<file path="config.mk">
export PLATFORM = sky130hd
export DESIGN_NAME = pipe_ctrl
export DESIGN_NICKNAME = d
export VERILOG_FILES = /design/src/rtl/pipe_ctrl_pkg.sv /design/src/rtl/pipe_ctrl_stall_enc.sv /design/src/rtl/pipe_ctrl.sv
export SDC_FILE = /design/constraint.sdc
export NUM_CORES = 1
export LEC_CHECK = 0
export CORE_MARGIN = 2
export CORE_UTILIZATION = 30
export CTS_CLUSTER_SIZE = 12
export DETAILED_ROUTE_END_ITERATION = 10
export PLACE_DENSITY = 0.68
export SLEW_MARGIN = 20
export SYNTH_ARGS = -nofsm -noshare
export SYNTH_HDL_FRONTEND = slang
export SYNTH_SLANG_ARGS = --single-unit
</file>
<file path="constraint.sdc">
create_clock -name clk -period 5.57 [get_ports clk]
set_clock_uncertainty 0.2 [all_clocks]
set_input_delay 1.3925 -clock clk [delete_from_list [all_inputs] [get_ports clk]]
set_output_delay 1.3925 -clock clk [all_outputs]
set_load 0.01 [all_outputs]
</file>
<file path="src/rtl/pipe_ctrl_pkg.sv">
// rtl/pipe_ctrl_pkg.sv - shared encodings for the pipeline control unit
package pipe_ctrl_pkg;

  // FSM encodings; FREEZE is reserved and decodes as RUN
  typedef enum logic [1:0] {
    PCTRL_RUN    = 2'd0,
    PCTRL_FREEZE = 2'd1,
    PCTRL_FLUSH  = 2'd2
  } pctrl_state_e;

  // Stall vector constants, bit order {wb, mem, ex, id, if, pc}
  localparam logic [5:0] STALL_NONE     = 6'b000000;
  localparam logic [5:0] STALL_FROM_IF  = 6'b000011;
  localparam logic [5:0] STALL_FROM_ID  = 6'b000111;
  localparam logic [5:0] STALL_FROM_EX  = 6'b001111;
  localparam logic [5:0] STALL_FROM_MEM = 6'b011111;
  localparam logic [5:0] STALL_ALL      = 6'b111111;

  // Exception codes presented by the MEM/CP0 stage
  localparam logic [31:0] EXC_NONE         = 32'h0000_0000;
  localparam logic [31:0] EXC_INTERRUPT    = 32'h0000_0001;
  localparam logic [31:0] EXC_SYSCALL      = 32'h0000_0008;
  localparam logic [31:0] EXC_INST_INVALID = 32'h0000_000a;
  localparam logic [31:0] EXC_OV           = 32'h0000_000c;
  localparam logic [31:0] EXC_TRAP         = 32'h0000_000d;
  localparam logic [31:0] EXC_ERET         = 32'h0000_000e;

  // ERET returns to EPC; every other code (known or not) enters the handler
  function automatic logic [31:0] handler_pc(input logic [31:0] exc,
                                             input logic [31:0] epc,
                                             input logic [31:0] vec);
    return (exc == EXC_ERET) ? epc : vec;
  endfunction

endpackage

</file>
<file path="src/rtl/pipe_ctrl_stall_enc.sv">
// rtl/pipe_ctrl_stall_enc.sv - priority encoder from stage stall requests to stall vector
module pipe_ctrl_stall_enc
  import pipe_ctrl_pkg::*;
(
  input  logic       req_if_i,
  input  logic       req_id_i,
  input  logic       req_ex_i,
  input  logic       req_mem_i,
  output logic [5:0] stall_o
);

  // Later stage wins: a stall deeper in the pipe must freeze everything upstream
  always_comb begin
    stall_o = STALL_NONE;
    if (req_mem_i) begin
      stall_o = STALL_FROM_MEM;
    end else if (req_ex_i) begin
      stall_o = STALL_FROM_EX;
    end else if (req_id_i) begin
      stall_o = STALL_FROM_ID;
    end else if (req_if_i) begin
      stall_o = STALL_FROM_IF;
    end
  end

endmodule

</file>
<file path="src/rtl/pipe_ctrl.sv">
// rtl/pipe_ctrl.sv - stall/flush producer; optional stall counter under PIPE_CTRL_STALL_CNT_EN
module pipe_ctrl
  import pipe_ctrl_pkg::*;
#(
  parameter logic [31:0] EXC_VECTOR = 32'h0000_0020
) (
  input  logic        clk,
  input  logic        rst,
  input  logic        stallreq_from_if,
  input  logic        stallreq_from_id,
  input  logic        stallreq_from_ex,
  input  logic        stallreq_from_mem,
  input  logic [31:0] excepttype_i,
  input  logic [31:0] cp0_epc_i,
`ifdef PIPE_CTRL_STALL_CNT_EN
  output logic [31:0] stall_cycles_o,
`endif
  output logic [5:0]  stall,
  output logic        flush,
  output logic [31:0] new_pc
);

  pctrl_state_e state_q, state_d;
  logic [31:0]  new_pc_q, new_pc_d;
  logic [5:0]   req_stall;

  pipe_ctrl_stall_enc u_stall_enc (
    .req_if_i  (stallreq_from_if),
    .req_id_i  (stallreq_from_id),
    .req_ex_i  (stallreq_from_ex),
    .req_mem_i (stallreq_from_mem),
    .stall_o   (req_stall)
  );

  // State and handler address registers; reset aborts any freeze/flush in progress
  always_ff @(posedge clk or posedge rst) begin
    if (rst) begin
      state_q  <= PCTRL_RUN;
      new_pc_q <= 32'h0;
    end else begin
      state_q  <= state_d;
      new_pc_q <= new_pc_d;
    end
  end

  // Next state and outputs; outputs are forced quiet while reset is held
  always_comb begin
    state_d  = state_q;
    new_pc_d = new_pc_q;
    stall    = STALL_NONE;
    flush    = 1'b0;
    new_pc   = 32'h0;
    case (state_q)
      PCTRL_FLUSH: begin
        flush   = 1'b1;
        new_pc  = new_pc_q;
        state_d = PCTRL_RUN;
      end
      default: begin
        if (excepttype_i != EXC_NONE) begin
          stall    = STALL_ALL;
          new_pc_d = handler_pc(excepttype_i, cp0_epc_i, EXC_VECTOR);
          state_d  = PCTRL_FLUSH;
        end else begin
          stall = req_stall;
        end
      end
    endcase
    if (rst) begin
      stall  = STALL_NONE;
      flush  = 1'b0;
      new_pc = 32'h0;
    end
  end

`ifdef PIPE_CTRL_STALL_CNT_EN
  logic [31:0] stall_cnt_q;

  // Saturating count of cycles in which the PC is held, freeze cycle included
  always_ff @(posedge clk or posedge rst) begin
    if (rst) begin
      stall_cnt_q <= 32'h0;
    end else if (stall[0] && !flush && (stall_cnt_q != 32'hFFFF_FFFF)) begin
      stall_cnt_q <= stall_cnt_q + 32'd1;
    end
  end

  assign stall_cycles_o = stall_cnt_q;
`endif

endmodule

</file>
======== Word level (Yosys, flattened, before mapping) ========
Cells that the tools add are included.
storage, ports and cells
  bits in registers ....................... 34
  bits of input ports ..................... 70
  output and inout bits ................... 39
  logic and storage cells ................. 22
operators by class
  eq/ne operators ......................... 2
  mux-type cells .......................... 14
  bitwise gates (word level) .............. 1
  reduce and logical (&&, ||, !) cells .... 3
operators with widths
  cell                 count
  $mux 32              3
  $mux 6               6
  $eq 32x4->1 const B  1
  $reduce_bool 32->1   1
  $mux 2               3
  $eq 2x2->1 const B   1
  $mux 1               2
  $reduce_and 2->1     1
  $reduce_bool 2->1    1
  $not 1->1            1

======== Depth between registers and ports, before layout ========
  depth in word-level cells ............... 7
  mapped depth ............................ 5
  mapped depth without buffers ............ 4

======== By module ========
A second synthesis with hierarchy kept.
second synthesis, totals
  cell total of the unflattened synthesis .. 146
  area, all modules ....................... 1689.1 um^2
modules (own cells, without submodules)
  module               times used  cells each  area each (um^2)
  pipe_ctrl            1           139         1642.8
  pipe_ctrl_stall_enc  1           7           46.3

======== Worst setup path before layout ========
No wires, ideal clock.
  path kind ............................... input -> output
  start point ............................. in rst
  end point ............................... out new_pc[16]
  arrival ................................. 2.985 ns
  required time ........................... 3.978 ns
  path slack .............................. 0.993 ns
  stages .................................. 3
  buffers on the path ..................... 1
  cell sequence ........................... inv_1 > clkbuf_1 > and3_1
on the way
  cells in the longest elaborated chain, start to end .. 1
RTL lines
  what             RTL line         RTL
  start, declared  pipe_ctrl.sv:8   input logic rst,
  $mux 32          pipe_ctrl.sv:69  if (rst) begin
  end, declared    pipe_ctrl.sv:20  output logic [31:0] new_pc
Every way passes these cells.

======== Worst setup path in the final report ========
  start point ............................. in excepttype_i[25]
  end point ............................... out stall[1]
on the way
  cells in the longest elaborated chain, start to end .. 4
RTL lines
  what                RTL line         RTL
  start, declared     pipe_ctrl.sv:13  input logic [31:0] excepttype_i,
  $reduce_bool 32->1  pipe_ctrl.sv:60  if (excepttype_i != EXC_NONE) begin
  $mux 6              pipe_ctrl.sv:60
  $mux 6              pipe_ctrl.sv:53  case (state_q)
  $mux 6              pipe_ctrl.sv:69
  end, declared       pipe_ctrl.sv:18  output logic [5:0] stall,
Every way passes these cells.

==> summary.md <==
| Metric | Value |
|---|---|
| Register area share after synthesis | `51.4%` |
| Layout cells sized above 1 | `around 8.0%` |
| Die Height | `about 77 um` |
| Initial antenna violation count | `0` |
| Last element of the critical path | `stall[1]` |
| Root Driver | `clkbuf_8` |
| Placed cells | `311` |
| Ports | `109` |
| Antenna cells | `0` |
| Rel. slew slack | `45.0%` |
| Fin area | `2840 sq um` |
| Crit path kind | `in2out` |
| Switching share of power | `21.2%` |
| CP Depth | `6` |
| Max-cap viol count | `0` |
| Fin. max-slew vios | `0` |
| CP Buf/Inv Count | `2` |
| TritonCTS Buffers | `5` |
| NumNets Final | `318` |
| Hold Vio Cnt, Final | `0` |
| Area after DPL | `2750 sq um` |
| Hold-fix buffers, CTS | `0` |
| Power Dens Cells | `roughly 170 nW/um^2` |
| Avg WL per Cell | `14.7 um` |
| Post-Synthesis Cell Area | `1610 sq um` |
| Logic pwr share | `14.0%` |
| Commonest non-fill, non-tap cell in the layout | `clkdlybuf4s50_1` |
| Critical Path RT | `about 4.0 ns` |
| CP Cell Sequence | `clkdlybuf4s50_1 > nor4_1 > nand4_2 > nor2_1 > a31oi_1 > clkdlybuf4s50_1` |
| Core region area | `5140 sq um` |
| 1st-pass router iterations | `3` |
| RR Startpoint | `state_q[1]$_DFFE_PP0P_` |
| Worst hold slack | `around 0.29 ns` |
| Routed wire length | `4680 um` |
| Starting Density | `31.3%` |
| Latest clock arrival within the worst-skew pair | `roughly 0.28 ns` |
| Fillers | `between 400 and 500` |
| Reg power frac | `between 50% and 60%` |
| Via density | `5.01` |
| Vias in the first global route | `1726` |
| Post-route insts no fill | `319` |
| Worst path most repeated cell | `clkdlybuf4s50_1` |
| Synth Instances | `142` |
| Worst-margin pin slew | `about 0.83 ns` |
| Minimum clock period | `just under 5 ns` |
| Die ar. | `between 5000 and 6000 sq um` |
| RSZ-0062 raised after global routing | `no` |
| CTS resizes | `0` |
| CP max stage cell | `clkdlybuf4s50_1` |
| CP Launch Type | `input port` |
| Synth Warn # | `0` |
| TritonCTS clock tree | `done` |
| R2R Path End | `new_pc_q[7]$_DFFE_PP0P_` |
| Vias | `1598` |
| Final core occ | `between 50% and 60%` |
| Clock transition at the registers of the reported paths | `0.06 ns` |
| Clock Path Buffers | `2` |
| Worst Hold Class | `reg2reg` |
| Clock share of power | `35.4%` |
| Leakage power | `about 1.3 nW` |
| Setup violators final | `0` |
| Number of cell rows | `26` |
| First-pass GRT wire length | `around 8000 um` |
| Antenna-violating nets left | `0` |
| Status | `completed` |
| Final period util | `88.3%` |
| Critical path arrival | `3.32 ns` |
| Die W | `between 70 and 80 um` |
| Critical-path maximum fanout | `5` |
| Clk sink count | `33` |
| Critical Path Start | `excepttype_i[25]` |
| FF+latch count, synth | `33` |
| Layout area overhead | `76.5%` |
| Port Buffers | `108` |
| Int Pwr | `0.373 mW` |
| R2R cell count | `5` |
| Grt ovf | `0` |
| Setup Buffers After CTS | `0` |
| GRT Util Overall | `16.8%` |
| Final setup TNS | `0 ns` |
| Slowest stage delay, CP | `0.51 ns` |
| Crit end category | `output pin` |
| Detailed placer's ending HPWL | `3420 um` |
| Most frequent cells in the layout | `clkdlybuf4s50_1 (108), dfrtp_1 (33), a22o_1 (31), and3_1 (31)` |
| Routability cong. | `0.695` |
| Switching power | `0.100 mW` |
| Mapped Nets | `212` |
| Delay-heaviest family, CP | `buffers and inverters` |
| Pin count of the biggest net entering global routing | `37` |
| Synth unique cells | `20` |
| R2R setup slack | `3.13 ns` |
| Synth Area per Inst | `11.3 sq um` |
| Detailed Route Iter0 Violations | `66` |
| # DRC | `0` |
| Fmax | `0.203 GHz` |
| Max IR drop VDD | `approximately 62 uV` |
| H-tree level count | `2` |
how the worst min path moves through the flow:
stage,from,to,depth (start not counted)
2_1_floorplan,new_pc_q[0]$_DFFE_PP0P_,new_pc_q[0]$_DFFE_PP0P_,1
4_1_cts,new_pc_q[0]$_DFFE_PP0P_,new_pc_q[0]$_DFFE_PP0P_,1
5_1_grt,new_pc_q[3]$_DFFE_PP0P_,new_pc_q[3]$_DFFE_PP0P_,1
6_report,new_pc_q[24]$_DFFE_PP0P_,new_pc_q[24]$_DFFE_PP0P_,1
3_5_place_dp,new_pc_q[27]$_DFFE_PP0P_,new_pc_q[27]$_DFFE_PP0P_,1
3_3_place_gp,new_pc_q[21]$_DFFE_PP0P_,new_pc_q[21]$_DFFE_PP0P_,1
area by class of cell:
| type | count | area, sq um | share of cell area [%] |
|---|---|---|---|
| timing repair buffer | 112 | 1130 | 39.9 |
| multi-input combinational | 92 | 693 | 24.4 |
| sequential | 33 | 826 | 29.1 |
| clock buffer | 6 | 72.6 | 2.56 |
| inverter | 4 | 15.0 | 0.530 |
| tap | 70 | 87.6 | 3.09 |
| clock inverter | 2 | 10.0 | 0.353 |
Yosys cell counts:
cell      count  share of area (%)
nand4_1       1               0.39
a21oi_1       2               0.62
a22o_1       31                 17
buf_2         3               0.93
nor2_1        5                1.2
buf_4         1               0.47
dfrtp_1      33                 51
buf_6         3                2.1
nor4_2        4                3.1
and3_1       31                 12
inv_1         4               0.93
clkbuf_1      6                1.4
nor3_1        4                1.2
o31ai_4       1                1.3
a31oi_1       3                1.2
nand4_2       2                1.6
nand2_1       1               0.23
nor4_1        5                1.9
or3_1         1               0.39
nor3_2        1               0.62
flip-flops by register name, summed over array words and instances, names as in the netlist:
register,cells
new_pc_q,32
state_q,1
per-layer routing:
metal | up-vias | part of all wire [%] | track usage, %
met5 | - | 0 | 0
met4 | 0 | 0.90 | 3.75
li1 | 756 | - | -
met1 | 762 | 41 | 20.1
met3 | 5 | 9.7 | 7.53
met2 | 75 | 48 | 27.7
logic make-up after synthesis:
group                  Yosys count  share of synthesized area, %
and+or+nand+nor                 55                          22.7
DFF                             33                          51.4
AOI/OAI and AO/OA               37                          20.0
buffers and inverters           17                          5.84
power by group through the flow:
stage	Clock [mW]	Combinational (mW)	Sequential (mW)
floorplan	0	0.00975	0.244
global placement	0	0.0663	0.244
detailed placement	0	0.0670	0.244
CTS	0.174	0.0673	0.240
global route	0.188	0.0723	0.239
finish	0.168	0.0663	0.240
worst register-to-register path, delay by kind of cell, from the launching register on:
kind,cells,cell delay (ns)
AO/OA/AOI/OAI,1,0.17
buffers and inverters,2,0.60
flip-flops,1,0.70
AND/OR/NAND/NOR,2,0.72
per-stage QoR:
| step | worst slack (ns) | power, mW |
|---|---|---|
| floorplan | 0.993 | 0.254 |
| global placement | 0.650 | 0.310 |
| detailed placement | 0.633 | 0.311 |
| CTS | 0.628 | 0.481 |
| global route | 0.436 | 0.499 |
| finish | 0.654 | 0.474 |
No activity file was read; power rests on OpenSTA's default activity.
